### config.mk
export PLATFORM = sky130hd
export DESIGN_NAME = pipeline_hazard_ctrl
export DESIGN_NICKNAME = d
export VERILOG_FILES = /design/src/rtl/pipeline_hazard_ctrl_pkg.sv /design/src/rtl/pipeline_hazard_ctrl_hazard_compare.sv /design/src/rtl/pipeline_hazard_ctrl.sv
export SDC_FILE = /design/constraint.sdc
export NUM_CORES = 1
export LEC_CHECK = 0
export ABC_CLOCK_PERIOD_IN_PS = 2500
export CORE_MARGIN = 2
export CORE_UTILIZATION = 45
export DETAILED_ROUTE_END_ITERATION = 12
export GPL_ROUTABILITY_DRIVEN = 0
export MAX_ROUTING_LAYER = met4
export PLACE_DENSITY_LB_ADDON = 0.1
export SETUP_SLACK_MARGIN = 0.02
export SYNTH_ARGS = -nofsm -noshare
export SYNTH_HDL_FRONTEND = slang
export SYNTH_SLANG_ARGS = --single-unit
### constraint.sdc
create_clock -name clk -period 2.5 [get_ports clk]
set_clock_uncertainty 0.05 [all_clocks]
set_input_delay 0.5 -clock clk [delete_from_list [all_inputs] [get_ports clk]]
set_output_delay 0.5 -clock clk [all_outputs]
set_load 0.02 [all_outputs]
### src/rtl/pipeline_hazard_ctrl_pkg.sv
// Shared pipeline definitions: FSM state encoding, register address width,
// the NOP word the stage registers load on flush, and the per-cycle control
// bundle driven into the stage registers and the PC.
package pipeline_hazard_ctrl_pkg;

  // Default register-file address width used across the pipeline.
  localparam int REG_ADDR_W = 5;

  // Instruction word a stage register holds after a flush (sll $0,$0,0).
  localparam logic [31:0] NOP_INSTR = 32'h0000_0000;

  // Sequencer states.
  typedef enum logic [1:0] {
    ST_RUN      = 2'd0,
    ST_MEM_WAIT = 2'd1,
    ST_ERR      = 2'd2
  } state_t;

  // One cycle's worth of stage-register and PC control.
  typedef struct packed {
    logic pc_en;
    logic if_id_en;
    logic if_id_flush;
    logic id_ex_flush;
    logic ex_mem_en;
    logic mem_wb_en;
  } ctrl_t;

  // Whole pipeline held: nothing advances, nothing is cleared.
  localparam ctrl_t CTRL_FREEZE = '{
    pc_en: 1'b0, if_id_en: 1'b0, if_id_flush: 1'b0,
    id_ex_flush: 1'b0, ex_mem_en: 1'b0, mem_wb_en: 1'b0
  };

  // No hazard: every stage advances.
  localparam ctrl_t CTRL_PASS = '{
    pc_en: 1'b1, if_id_en: 1'b1, if_id_flush: 1'b0,
    id_ex_flush: 1'b0, ex_mem_en: 1'b1, mem_wb_en: 1'b1
  };

  // Taken branch: fetch the target, kill the two younger instructions.
  localparam ctrl_t CTRL_BRANCH = '{
    pc_en: 1'b1, if_id_en: 1'b1, if_id_flush: 1'b1,
    id_ex_flush: 1'b1, ex_mem_en: 1'b1, mem_wb_en: 1'b1
  };

  // Load-use: hold PC and IF/ID, insert one bubble into EX, drain the rest.
  localparam ctrl_t CTRL_BUBBLE = '{
    pc_en: 1'b0, if_id_en: 1'b0, if_id_flush: 1'b0,
    id_ex_flush: 1'b1, ex_mem_en: 1'b1, mem_wb_en: 1'b1
  };

  // Branch and load-use resolution once memory is not holding the pipe.
  // A taken branch wins because it kills the ID instruction that would
  // otherwise have needed the bubble.
  function automatic ctrl_t resolve_hazards(input logic br_taken,
                                            input logic load_use);
    if (br_taken) begin
      return CTRL_BRANCH;
    end else if (load_use) begin
      return CTRL_BUBBLE;
    end
    return CTRL_PASS;
  endfunction

endpackage

### src/rtl/pipeline_hazard_ctrl_hazard_compare.sv
// Load-use detection: a load in EX whose destination is read by the
// instruction in ID. Register 0 is hard-wired and never creates a hazard.
// Purely combinational so the forwarding unit can reuse it.
module hazard_compare #(
  parameter int REG_ADDR_W = 5
) (
  input  logic [REG_ADDR_W-1:0] id_rs,
  input  logic [REG_ADDR_W-1:0] id_rt,
  input  logic                  id_uses_rt,
  input  logic                  ex_mem_read,
  input  logic [REG_ADDR_W-1:0] ex_rd,
  output logic                  load_use
);

  logic rd_nonzero;
  logic rs_match;
  logic rt_match;

  // Compare the EX destination against both ID source fields.
  always_comb begin
    rd_nonzero = (ex_rd != '0);
    rs_match   = (ex_rd == id_rs);
    rt_match   = id_uses_rt && (ex_rd == id_rt);
    load_use   = ex_mem_read && rd_nonzero && (rs_match || rt_match);
  end

endmodule

### src/rtl/pipeline_hazard_ctrl.sv
// Central stall/flush sequencer for the five-stage pipeline. Drives the PC
// and stage-register enables/flushes for load-use bubbles, taken-branch
// flushes and multi-cycle data-memory waits, with a memory-wait watchdog
// and a saturating stall-cycle counter for debug.
module pipeline_hazard_ctrl #(
  parameter int REG_ADDR_W  = pipeline_hazard_ctrl_pkg::REG_ADDR_W,
  // Longest tolerated memory access in cycles; must be at least 2.
  parameter int MEM_TIMEOUT = 16,
  parameter int CNT_W       = 16
) (
  input  logic                  clk,
  input  logic                  rst,
  input  logic [REG_ADDR_W-1:0] id_rs,
  input  logic [REG_ADDR_W-1:0] id_rt,
  input  logic                  id_uses_rt,
  input  logic                  ex_mem_read,
  input  logic [REG_ADDR_W-1:0] ex_rd,
  input  logic                  br_taken,
  input  logic                  mem_req,
  input  logic                  mem_ready,
  output logic                  pc_en,
  output logic                  if_id_en,
  output logic                  if_id_flush,
  output logic                  id_ex_flush,
  output logic                  ex_mem_en,
  output logic                  mem_wb_en,
  output logic                  mem_timeout,
  output logic [CNT_W-1:0]      stall_cnt
);

  import pipeline_hazard_ctrl_pkg::*;

  localparam int WCNT_W = $clog2(MEM_TIMEOUT);
  localparam logic [WCNT_W-1:0] WCNT_LAST = WCNT_W'(MEM_TIMEOUT - 1);
  localparam logic [WCNT_W-1:0] WCNT_ONE  = WCNT_W'(1);

  state_t            state;
  state_t            state_nxt;
  logic [WCNT_W-1:0] wcnt;
  logic [WCNT_W-1:0] wcnt_nxt;
  logic              timeout_nxt;
  logic              load_use;
  logic              mem_busy;
  ctrl_t             ctrl;

  hazard_compare #(
    .REG_ADDR_W (REG_ADDR_W)
  ) u_hazard_compare (
    .id_rs       (id_rs),
    .id_rt       (id_rt),
    .id_uses_rt  (id_uses_rt),
    .ex_mem_read (ex_mem_read),
    .ex_rd       (ex_rd),
    .load_use    (load_use)
  );

  assign mem_busy = mem_req && !mem_ready;

  // State register, watchdog counter and sticky timeout flag.
  // NOTE: sequential state uses non-blocking assignments so every register
  // samples pre-edge values regardless of statement order.
  always_ff @(posedge clk or posedge rst) begin
    if (rst) begin
      state       <= ST_RUN;
      wcnt        <= '0;
      mem_timeout <= 1'b0;
    end else begin
      state       <= state_nxt;
      wcnt        <= wcnt_nxt;
      mem_timeout <= timeout_nxt;
    end
  end

  // Next-state logic: enter the wait on a stalled access, leave on ready,
  // trip the watchdog when the wait reaches MEM_TIMEOUT cycles.
  always_comb begin
    // NOTE: every variable gets a default before the case so no path
    // leaves it unassigned and no latch is inferred.
    state_nxt   = state;
    wcnt_nxt    = wcnt;
    timeout_nxt = mem_timeout;
    unique case (state)
      ST_RUN: begin
        if (mem_busy) begin
          state_nxt = ST_MEM_WAIT;
          wcnt_nxt  = WCNT_ONE;
        end
      end
      ST_MEM_WAIT: begin
        if (mem_ready) begin
          state_nxt = ST_RUN;
          wcnt_nxt  = '0;
        end else if (wcnt == WCNT_LAST) begin
          state_nxt   = ST_ERR;
          timeout_nxt = 1'b1;
        end else begin
          wcnt_nxt = wcnt + WCNT_ONE;
        end
      end
      ST_ERR: begin
        timeout_nxt = 1'b1;
      end
      default: begin
        state_nxt = ST_RUN;
        wcnt_nxt  = '0;
      end
    endcase
  end

  // Output logic: same-cycle control from state and current hazards.
  // Branch/load-use are only looked at when memory is not holding the pipe.
  always_comb begin
    ctrl = CTRL_FREEZE;
    unique case (state)
      ST_RUN: begin
        if (!mem_busy) begin
          ctrl = resolve_hazards(br_taken, load_use);
        end
      end
      ST_MEM_WAIT: begin
        if (mem_ready) begin
          ctrl = resolve_hazards(br_taken, load_use);
        end
      end
      default: begin
        ctrl = CTRL_FREEZE;
      end
    endcase
    if (rst) begin
      ctrl = CTRL_FREEZE;
    end
  end

  assign pc_en       = ctrl.pc_en;
  assign if_id_en    = ctrl.if_id_en;
  assign if_id_flush = ctrl.if_id_flush;
  assign id_ex_flush = ctrl.id_ex_flush;
  assign ex_mem_en   = ctrl.ex_mem_en;
  assign mem_wb_en   = ctrl.mem_wb_en;

  // Debug counter of cycles with the PC held; sticks at all-ones.
  always_ff @(posedge clk or posedge rst) begin
    if (rst) begin
      stall_cnt <= '0;
    end else if (!pc_en && (stall_cnt != '1)) begin
      stall_cnt <= stall_cnt + CNT_W'(1);
    end
  end

endmodule

Word level (Yosys, flattened, before mapping)
Index checks and enable logic that the tools add are counted.
W data, S select, Z words.
{ "totals": {"register_bits": 23, "output_inout_bits": 23, "elab_cells": 57} }
{ "op_classes": {"n_addsub": 2, "eq_ne": 11, "muxes": 25, "bitwise": 1, "reduce_logical": 14} }
{ "op_table": {"columns": ["operator", "count"], "rows": [
  ["$mux W6", 7],
  ["$add A16 B1 Y16 const B", 1],
  ["$ne A16 B16 Y1 const B", 1],
  ["$mux W4", 3],
  ["$pmux W4 S3", 1],
  ["$pmux W6 S2", 1],
  ["$eq A5 B5 Y1", 2],
  ["$reduce_and A3 Y1", 3],
  ["$mux W1", 8],
  ["$mux W2", 3],
  ["$ne A2 B2 Y1 const B", 3],
  ["$ne A3 B3 Y1 const B", 2],
  ["$pmux W2 S3", 1],
  ["$logic_and A1 B1 Y1", 5],
  ["$reduce_bool A5 Y1", 1],
  ["$add A4 B1 Y4 const B", 1],
  ["$eq A4 B4 Y1 const B", 1],
  ["$eq A2 B1 Y1 const B", 1],
  ["$eq A2 B2 Y1 const B", 1],
  ["$logic_not A1 Y1", 2],
  ["$logic_not A2 Y1", 1],
  ["$pmux W1 S2", 1],
  ["$reduce_bool A2 Y1", 1],
  ["$logic_or A1 B1 Y1", 1],
  ["$not A1 Y1", 1]
]} }

Logic depth before layout (Yosys ltp)
Gate-level depths: netlist (run 1).
{ "depth": {"ltp_word": 14, "mapped_depth": 7, "mapped_depth_nobuf": 7} }

Hierarchy
Synthesis (run 1) repeated with hierarchy kept, for this count alone.
{ "hier_totals": {"hier_cells": 135, "area_unflattened_um2": 1397.6} }
{ "by_module_without_submodules": {"columns": ["mod", "instances", "cells_each", "area_each_um2", "seq_area_each_um2"], "rows": [
  ["pipeline_hazard_ctrl", 1, 118, 1265.0, 575.6],
  ["hazard_compare", 1, 17, 132.6, 0.0]
]} }

Worst setup path after synthesis (run 1)
Ideal clock, no wire load.
{ "synth_timing": {"path_type": "input port to output port", "from": "input port ex_rd[0]", "to": "output port pc_en", "arrival_ns": 1.778, "required_time_ns": 1.950, "path_slack_ns": 0.172, "stages": 5, "cell_sequence": "or4_1 > o21ai_2 > nor2_1 > a21oi_4 > buf_4"} }
{ "synth_via": {"elab_chain_len": 12, "elab_cells_between_ends": 19} }
{ "synth_rtl": {"columns": ["element", "line_no", "text"], "rows": [
  ["start, declared", "pipeline_hazard_ctrl.sv:17", "input logic [REG_ADDR_W-1:0] ex_rd,"],
  ["$eq A5 B5 Y1", "pipeline_hazard_ctrl_hazard_compare.sv:23", "rt_match = id_uses_rt && (ex_rd == id_rt);"],
  ["$logic_and A1 B1 Y1", "pipeline_hazard_ctrl_hazard_compare.sv:23", null],
  ["$logic_or A1 B1 Y1", "pipeline_hazard_ctrl_hazard_compare.sv:24", "load_use = ex_mem_read && rd_nonzero && (rs_match || rt_match);"],
  ["$logic_and A1 B1 Y1 *", "pipeline_hazard_ctrl_hazard_compare.sv:24", null],
  ["$mux W1 *", "pipeline_hazard_ctrl_pkg.sv:60", "end else if (load_use) begin"],
  ["$mux W1 *", "pipeline_hazard_ctrl_pkg.sv:58", "if (br_taken) begin"],
  ["$mux W1, on equally long branches", "pipeline_hazard_ctrl.sv:121, pipeline_hazard_ctrl.sv:116", null],
  ["$mux W1", "pipeline_hazard_ctrl.sv:114", "unique case (state)"],
  ["$mux W6", "pipeline_hazard_ctrl_pkg.sv:63", "return CTRL_PASS;"],
  ["$mux W6, on equally long branches", "pipeline_hazard_ctrl.sv:121, pipeline_hazard_ctrl.sv:116", null],
  ["$pmux W6 S2 *", "pipeline_hazard_ctrl.sv:114", null],
  ["$mux W6 *", "pipeline_hazard_ctrl.sv:129", "if (rst) begin"],
  ["end, declared", "pipeline_hazard_ctrl.sv:21", "output logic pc_en,"]
]} }
Mark *: on every way between the ends. The rest lies on a longest branch, timed or not. The select of a mux whose other input is x is not followed.

Final worst setup path (run 1)
{ "layout_timing": {"from": "input port ex_rd[0]", "to": "output port id_ex_flush"} }
{ "layout_via": {"elab_chain_len": 12, "elab_cells_between_ends": 19} }
{ "layout_rtl": {"columns": ["element", "line_no", "text"], "rows": [
  ["$eq A5 B5 Y1", "pipeline_hazard_ctrl_hazard_compare.sv:23", null],
  ["$logic_and A1 B1 Y1", "pipeline_hazard_ctrl_hazard_compare.sv:23", null],
  ["$logic_or A1 B1 Y1", "pipeline_hazard_ctrl_hazard_compare.sv:24", null],
  ["$logic_and A1 B1 Y1 *", "pipeline_hazard_ctrl_hazard_compare.sv:24", null],
  ["$mux W1 *", "pipeline_hazard_ctrl_pkg.sv:60", null],
  ["$mux W1 *", "pipeline_hazard_ctrl_pkg.sv:58", null],
  ["$mux W1, on equally long branches", "pipeline_hazard_ctrl.sv:121, pipeline_hazard_ctrl.sv:116", null],
  ["$mux W1", "pipeline_hazard_ctrl.sv:114", null],
  ["$mux W6", "pipeline_hazard_ctrl_pkg.sv:63", null],
  ["$mux W6, on equally long branches", "pipeline_hazard_ctrl.sv:121, pipeline_hazard_ctrl.sv:116", null],
  ["$pmux W6 S2 *", "pipeline_hazard_ctrl.sv:114", null],
  ["$mux W6 *", "pipeline_hazard_ctrl.sv:129", null],
  ["end, declared", "pipeline_hazard_ctrl.sv:24", "output logic id_ex_flush,"]
]} }
Marks and branches as above.

==> results.json, run 1 <==
{
  "avgViaCountPerCell": 5.427,
  "nets": 221,
  "yosys-top-cells-area": "dfrtp_1 (42%), xnor2_1 (9.7%), xor2_1 (6.5%)",
  "synth_simple_gate_area_share_pct": 22.58,
  "io_pins": 45,
  "endpoint_kind": "output pin",
  "synth_edf_count": 0,
  "max_cap_viol_count": 0,
  "r2r_cells": 7,
  "use_met3_pct": 3.956,
  "path_clk_slew_ns": 0.12,
  "ys.flop_type": "dfrtp_1",
  "initial_utilization_pct": 48.39,
  "post_route_cells_drive_above_1_share_pct": 16.84,
  "synth-async-reset-ratio_pct": 100.0,
  "cp_max_fo": 2,
  "r2r_slack_ns": 0.53,
  "seq_area_frac_synth_pct": 42.40,
  "cts_tree": "built",
  "tightest_slew_ns": 0.4684,
  "r2r-end": "stall_cnt[15]$_DFFE_PP0P_",
  "critPathSlowestCell": "or4_4",
  "status": "complete, but fails checks",
  "ant_nets": 0,
  "synth_top_area_cell": "dfrtp_1",
  "slowest_delay_ns": 0.55,
  "syn_to_final_growth_pct": 43.78,
  "synth.avg_cell_area_um2": 9.837,
  "worst-path-buf-inv": 3,
  "port_buffers": 44,
  "clock_latency_ns": 0.31,
  "grt_start_max_net_pins": 22,
  "overflow": 0,
  "max_freq_mhz": 405.5,
  "synth-xor-area-share_pct": 16.13,
  "period_share_pct": 98.64,
  "total_power_mw": 1.337,
  "grt_util_met1_pct": 22.99,
  "final.fill_count": 233,
  "antenna_found_initial": 0,
  "violations": "design-rule violations",
  "rows": 19,
  "met2_usage_pct": 33.81,
  "ys_warn_count": 0,
  "first_iter_violations": 34,
  "hold_viol_final": 0,
  "cp.arrival_ns": 1.92,
  "dieArea_um2": 3472,
  "slew_viol_final": 0,
  "synth_common_cells": "dfrtp_1 (23), xnor2_1 (15), nand2_1 (14), xor2_1 (10), nor3_1 (9)",
  "synth_top_family_by_area": "simple AND/OR/NAND/NOR gates",
  "ctsHoldBuffers": 0,
  "maxSlewHeadroom_pct": 68.71,
  "top_usage_layer": "met2",
  "final.min_clock_period_ns": 2.466,
  "root_buffer": "clkbuf_4",
  "clock-sinks": 23,
  "p_leak_nw": 0.7892,
  "htreeDepth": 1,
  "post-dp-hpwl_um": 2390,
  "synth.most_common_cell": "dfrtp_1",
  "r2r-start": "stall_cnt[0]$_DFFE_PP0P_",
  "wl_per_cell_um": 13.41,
  "die_y_um": 58.93,
  "synthMuxAreaShare_pct": 0.7373,
  "cts_buffers": 3,
  "synthCells": 138,
  "crit_required_ns": 1.95,
  "syn_area_um2": 1358,
  "drcViolationCount": 3,
  "path_common_cell": "nor2_1",
  "via_count": 1232,
  "design.core.area_um2": 2805,
  "grt_usage_pct": 19.62,
  "critPathTopFamily": "simple AND/OR/NAND/NOR gates",
  "synth_nets": 162,
  "grt_pass1_wl_um": 5106,
  "synth_cell_types": 36,
  "power.density_nw_per_um2": 684.9,
  "drt-total-wl_um": 3043,
  "rsz0062_at_grt": "true",
  "drt_pre_antenna_iters": 8,
  "cp_cell_sequence": "dlygate4sd2_1 -> or4_4 -> o21ai_4 -> buf_6 -> nor2b_4 -> nor2_1 -> nor2_1 -> buf_4",
  "setup_viol_count_final": 0,
  "hold-worst-slack_ns": 0.3105,
  "grt_pass1_vias": 1233,
  "netlist.area_leader.share_pct": 42.40,
  "synth_compound_area_share_pct": 13.27,
  "peakVddDrop_mv": 0.6439,
  "start_kind": "primary input",
  "clock_path_buffers": 2,
  "synth_fa_ha_area_share_pct": 1.843,
  "critical_path_class": "in -> out",
  "ys_seq_elements": 23,
  "diodes": 0,
  "min_path_type": "in -> async",
  "die_x_um": 58.93
}
==> power by group <==
part           switching, mW  internal, mW  total, mW
combinational          0.286         0.298      0.585
clock                  0.112        0.0597      0.172
sequential             0.118         0.462      0.580
==> cell type report <==
| type | count | area (µm²) | share of cell area, % |
|---|---|---|---|
| timing repair buffer | 58 | 531.8 | 27.24 |
| tap | 31 | 38.79 | 1.987 |
| inverter | 5 | 18.77 | 0.9615 |
| clock inverter | 1 | 5.005 | 0.2564 |
| clock buffer | 3 | 22.52 | 1.154 |
| sequential | 23 | 575.6 | 29.49 |
| multi-input combinational | 106 | 759.5 | 38.91 |
==> flip-flops by register name, summed over array words and instances, names as in the netlist <==
name         count
stall_cnt       16
wcnt             4
state            2
mem_timeout      1
==> layer usage <==
metal	wire, µm	vias up
li1	-	601
met1	1367	584
met2	1458	41
met3	172	6
met4	46	0
met5	0	-
==> kinds of logic after synthesis <==
group / after synthesis
AO/OA/AOI/OAI: 21
XOR/XNOR: 25
adder cells (fa/ha/maj): 2
buffers and inverters: 9
flip-flops: 23
multiplexers: 1
AND/OR/NAND/NOR: 57
==> cells in the final DEF (no fill, tap or decap), types with 2 or more instances in the layout <==
cell type,netlist,routed
and2_1,2,2
nor4_2,2,2
dfrtp_1,23,23
nand4_1,5,5
nand3_1,8,8
dlygate4sd2_1,0,8
ha_1,2,2
xor2_1,10,10
o21ai_0,2,2
a21oi_4,2,2
buf_4,2,16
nor3b_1,2,2
inv_1,5,5
and4_4,2,2
nor3_1,9,9
clkbuf_4,0,3
nor2_1,8,8
clkdlybuf4s50_1,0,33
nand2_1,14,14
xnor2_1,15,15
a211oi_1,2,2
a21oi_1,4,4
==> per-stage QoR <==
step	setup TNS, ns	instance area, µm²	cells	util, %	setup WS [ns]
global route	-0.01297	1952	227	69.58	-0.01297
global placement	-1.844	1912	222	68.15	-0.5431
floorplan	0	1358	138	-	0.1718
CTS	0	1933	227	68.91	0.03465
detailed placement	-2.133	1912	222	68.15	-0.5907
finish	0	1952	227	69.58	0.03411
==> what timing repair did <==
| item | in CTS | in global routing |
|---|---|---|
| resized for setup | 24 | 4 |
| pin swaps | 1 | 3 |
| cloned | 0 | 0 |
| endpoints found under the setup margin | 6 | 3 |
| setup buffers | 1 | 0 |
==> worst max path at each step <==
stage | from | to | slack, ns | depth (start not counted)
floorplan | ex_rd[0] | pc_en | 0.17 | 5
global placement | ex_rd[0] | if_id_en | -0.54 | 6
global route | ex_rd[0] | id_ex_flush | -0.01 | 8
finish | ex_rd[0] | id_ex_flush | 0.03 | 8
detailed placement | ex_rd[0] | if_id_en | -0.59 | 6
CTS | ex_rd[0] | id_ex_flush | 0.03 | 8
No activity file was read; power rests on OpenSTA's default activity.
==> run 2, diff against run 1 <==
ABC_CLOCK_PERIOD_IN_PS = unset   (was 2500)
CORE_MARGIN = unset   (was 2)
==> results.json, run 2 (same netlist as run 1, synthesis figures left out) <==
{
  "die_y_um": 56.93,
  "critPathSlowestCell": "or4_4",
  "nets": 224,
  "antenna_found_initial": 0,
  "first_iter_violations": 45,
  "regArea_um2": 575.6,
  "largest_reg_flops": 16,
  "hold-worst-slack_ns": 0.3171,
  "multi_input_area_um2": 759.5,
  "htreeDepth": 1,
  "design.core.area_um2": 2805,
  "wl_per_cell_um": 13.67,
  "p_leak_nw": 0.8394,
  "io_pins": 45,
  "final.fill_count": 207,
  "slowest_delay_ns": 0.53,
  "port_buffers": 44,
  "hold_viol_final": 0,
  "clock-sinks": 23,
  "root_buffer": "clkbuf_4",
  "final_util_pct": 70.83,
  "diodes": 0,
  "rsz0062_at_grt": "false",
  "regMostFlops": "stall_cnt",
  "start_kind": "primary input",
  "final_common_cell": "clkdlybuf4s50_1",
  "syn_to_final_growth_pct": 46.36,
  "rows": 19,
  "via_count": 1256,
  "min_path_type": "in -> async",
  "power.density_nw_per_um2": 679.7,
  "maxSlewHeadroom_pct": 69.87,
  "crit_required_ns": 1.95,
  "path_clk_slew_ns": 0.12,
  "max_freq_mhz": 416.0,
  "drcViolationCount": 7,
  "die_x_um": 56.93,
  "grt_usage_pct": 21.81,
  "initial_utilization_pct": 48.39,
  "endpoint_kind": "output pin",
  "grt_pass1_vias": 1288,
  "peakVddDrop_mv": 0.5657,
  "violations": "design-rule violations",
  "path_common_cell": "nor2_1",
  "critical_path_class": "in -> out",
  "grt_start_max_net_pins": 22,
  "place_area_um2": 1927,
  "post_route_cells_drive_above_1_share_pct": 19.10,
  "cp_cell_sequence": "clkdlybuf4s15_1 -> or4_4 -> o21ai_4 -> buf_6 -> nor2b_1 -> nor2_1 -> nor2_1 -> buf_4",
  "drt-total-wl_um": 3145,
  "cp.arrival_ns": 1.85,
  "cts_tree": "built",
  "clock_path_buffers": 2,
  "stdcell_area_um2": 1987,
  "period_share_pct": 96.15,
  "setup_viol_count_final": 0,
  "cts_buffers": 3,
  "overflow": 0,
  "final.min_clock_period_ns": 2.404,
  "grt_pass1_wl_um": 5354,
  "dieArea_um2": 3240,
  "ant_nets": 0,
  "drt_pre_antenna_iters": 8,
  "tightest_slew_ns": 0.4510,
  "status": "complete, but fails checks",
  "slew_viol_final": 0,
  "fin_tns_setup_ns": 0,
  "cp_max_fo": 2,
  "mostFrequentLayoutCells": "clkdlybuf4s50_1 (30), dfrtp_1 (23), buf_4 (17)",
  "max_cap_viol_count": 0,
  "clock_latency_ns": 0.31,
  "top_regs": "stall_cnt: 16 flops, wcnt: 4 flops, state: 2 flops",
  "fin_ws_ns": 0.09619,
  "place_ws_ns": -0.6439,
  "post-dp-hpwl_um": 2436,
  "avgViaCountPerCell": 5.461
}
-- run 2: cell count changes in the layout (fill, tap and decap cells not counted), sizes merged --
cell           before  now
dlygate4sd2         8    4
dlymetal6s2s        0    4
buf                17   20
clkdlybuf4s50      33   30
clkbuf              3    5
clkdlybuf4s15       0    1
-- run 2: critical path, delay by kind of cell --
family | cells | cell delay [ns]
simple gates | 4 | 0.70
compound gates | 1 | 0.18
buf+inv | 3 | 0.46
-- run 2: layout make-up --
cell class | instances | area share (%)
multi-input combinational | 106 | 38.22
sequential | 23 | 28.97
timing repair buffer | 61 | 28.53
tap | 31 | 1.952
clock buffer | 3 | 1.133
inverter | 5 | 0.9446
clock inverter | 1 | 0.2519
-- run 2: path summary, 6_finish.rpt --
kind	start	to	slack, ns	cells past startpoint
max	ex_rd[3]	id_ex_flush	0.1	8
min	rst	mem_timeout$_DFFE_PP0P_	0.32	2
max reg2reg	stall_cnt[0]$_DFFE_PP0P_	stall_cnt[7]$_DFFE_PP0P_	0.54	7
min reg2reg	mem_timeout$_DFFE_PP0P_	mem_timeout$_DFFE_PP0P_	0.44	1
max in group asynchronous	rst	stall_cnt[0]$_DFFE_PP0P_	1.62	3
min in group clk	mem_timeout$_DFFE_PP0P_	mem_timeout$_DFFE_PP0P_	0.44	1
-- run 2: stage by stage --
stage | std cells | power, mW
6_report | 230 | 1.351
5_1_grt | 230 | 1.438
4_1_cts | 229 | 1.362
3_5_place_dp | 224 | 1.188
3_3_place_gp | 224 | 1.164
2_1_floorplan | 138 | 0.8909
-- run 2: what timing repair did --
item,in CTS,in global routing
setup endpoints to repair,6,3
cloned,0,0
gates resized for setup,32,6
pin swaps,5,9
buffers inserted,1,1
hold buffers,0,0
-- run 2: routing by layer --
layer	up-vias	routed length [µm]	GRT usage, %
li1	605	-	-
met1	591	1321	25.18
met2	54	1587	38.82
met3	6	193	3.456
met4	0	42	6.272
met5	-	0	-
-- run 2: power breakdown --
group / leakage [nW] / internal, mW / total, mW / switching (mW)
Combinational: 0.549 / 0.302 / 0.596 / 0.294
Sequential: 0.272 / 0.462 / 0.585 / 0.123
Clock: 0.0177 / 0.0597 / 0.170 / 0.110
==> run 3, diff against run 2 <==
CORE_UTILIZATION = 35   (was 45)
==> results.json, run 3 (same netlist as run 1, synthesis figures left out) <==
{
  "nets": 223,
  "avgViaCountPerCell": 4.984,
  "maxSlewHeadroom_pct": 68.77,
  "diodes": 0,
  "power.density_nw_per_um2": 689.3,
  "via_count": 1226,
  "path_clk_slew_ns": 0.07,
  "post_route_cells_drive_above_1_share_pct": 17.17,
  "die_y_um": 64.28,
  "overflow": 0,
  "place_ws_ns": -0.6378,
  "regMostFlops": "stall_cnt",
  "grt_start_max_net_pins": 22,
  "drcViolationCount": 0,
  "first_iter_violations": 51,
  "grt_pass1_vias": 1231,
  "rows": 22,
  "ctsHoldBuffers": 0,
  "drt_pre_antenna_iters": 4,
  "hold_viol_final": 0,
  "largest_reg_flops": 16,
  "grt_pass1_wl_um": 5499,
  "final_util_pct": 55.12,
  "syn_to_final_growth_pct": 49.77,
  "initial_utilization_pct": 36.80,
  "p_leak_nw": 0.8697,
  "final_common_cell": "clkdlybuf4s50_1",
  "instances_no_fill": 246,
  "hold-worst-slack_ns": 0.3841,
  "max_cap_viol_count": 0,
  "clock-sinks": 23,
  "drt-total-wl_um": 3101,
  "dieArea_um2": 4132,
  "wl_per_cell_um": 12.61,
  "setup_viol_count_final": 0,
  "critical_path_class": "in -> out",
  "placed_cells": 240,
  "grt_usage_pct": 17.56,
  "cts_buffers": 3,
  "rsz0062_at_grt": "false",
  "crit_required_ns": 1.95,
  "peakVddDrop_mv": 0.4519,
  "ant_nets": 0,
  "fin_ws_ns": 0.07242,
  "port_buffers": 44,
  "slew_viol_final": 0,
  "min_path_type": "in -> async",
  "cp_max_fo": 2,
  "post-dp-hpwl_um": 2454,
  "status": "completed",
  "root_buffer": "clkbuf_8",
  "die_x_um": 64.28,
  "antenna_found_initial": 0,
  "clock_latency_ns": 0.26,
  "cp.arrival_ns": 1.88,
  "max_freq_mhz": 411.9,
  "clock_path_buffers": 2,
  "design.core.area_um2": 3689,
  "start_kind": "primary input",
  "top_regs": "stall_cnt: 16 flops, wcnt: 4 flops, state: 2 flops",
  "io_pins": 45,
  "period_share_pct": 97.10,
  "htreeDepth": 1,
  "mostFrequentLayoutCells": "clkdlybuf4s50_1 (26), dfrtp_1 (23), buf_4 (16)",
  "cts_tree": "built",
  "tightest_slew_ns": 0.4675,
  "final.min_clock_period_ns": 2.428,
  "endpoint_kind": "output pin",
  "fin_tns_setup_ns": 0
}
## run 3: stage by stage
step	area [µm²]	total power, mW
final	2033	1.402
after global routing	2033	1.501
after CTS	2006	1.423
after detailed placement	1941	1.191
after global placement	1941	1.171
after floorplan	1358	0.8909
## run 3: routing by layer
layer,track usage [%],vias up,share of wire (%)
li1,-,604,-
met1,21.91,580,46
met2,28.16,40,48
met3,3.214,2,5.7
met4,6.667,0,0.68
met5,-,-,0
## run 3: worst paths after layout
| kind | slack, ns | cells past startpoint | end | start |
|---|---|---|---|---|
| worst max register to register | 0.56 | 7 | stall_cnt[15]$_DFFE_PP0P_ | stall_cnt[0]$_DFFE_PP0P_ |
| max in group asynchronous | 1.55 | 3 | stall_cnt[7]$_DFFE_PP0P_ | rst |
| min in group clk | 0.43 | 1 | mem_timeout$_DFFE_PP0P_ | mem_timeout$_DFFE_PP0P_ |
| worst min-delay path | 0.38 | 2 | state[1]$_DFFE_PP0P_ | rst |
| worst max-delay path | 0.07 | 8 | id_ex_flush | ex_rd[2] |
| worst min register to register | 0.43 | 1 | mem_timeout$_DFFE_PP0P_ | mem_timeout$_DFFE_PP0P_ |
## run 3: what timing repair did
item / 4_1_cts / 5_1_grt
resized for setup: 30 / 9
pin swaps: 3 / 15
setup endpoints to repair: 6 / 3
setup buffers: 1 / 1
## run 3: critical path, cell delays in order
cell and delay, ns:
dlygate4sd2_1 0.24, or4_4 0.49, o21ai_4 0.18, buf_6 0.12
nor2b_1 0.03, nor2_1 0.09, nor2_1 0.05, buf_4 0.16
## run 3: cell type report
class                           count  area (µm²)
Multi-Input combinational cell    106       759.5
Tap cell                           48       60.06
Fill cell                         350        1655
Inverter                            5       18.77
Sequential cell                    23       575.6
Timing Repair Buffer               60       574.3
Clock buffer                        4       45.04
## run 3: report_power, final
| group | internal [mW] | switching, mW |
|---|---|---|
| clock | 0.113 | 0.108 |
| combinational | 0.302 | 0.290 |
| sequential | 0.463 | 0.125 |
| total | 0.878 | 0.523 |
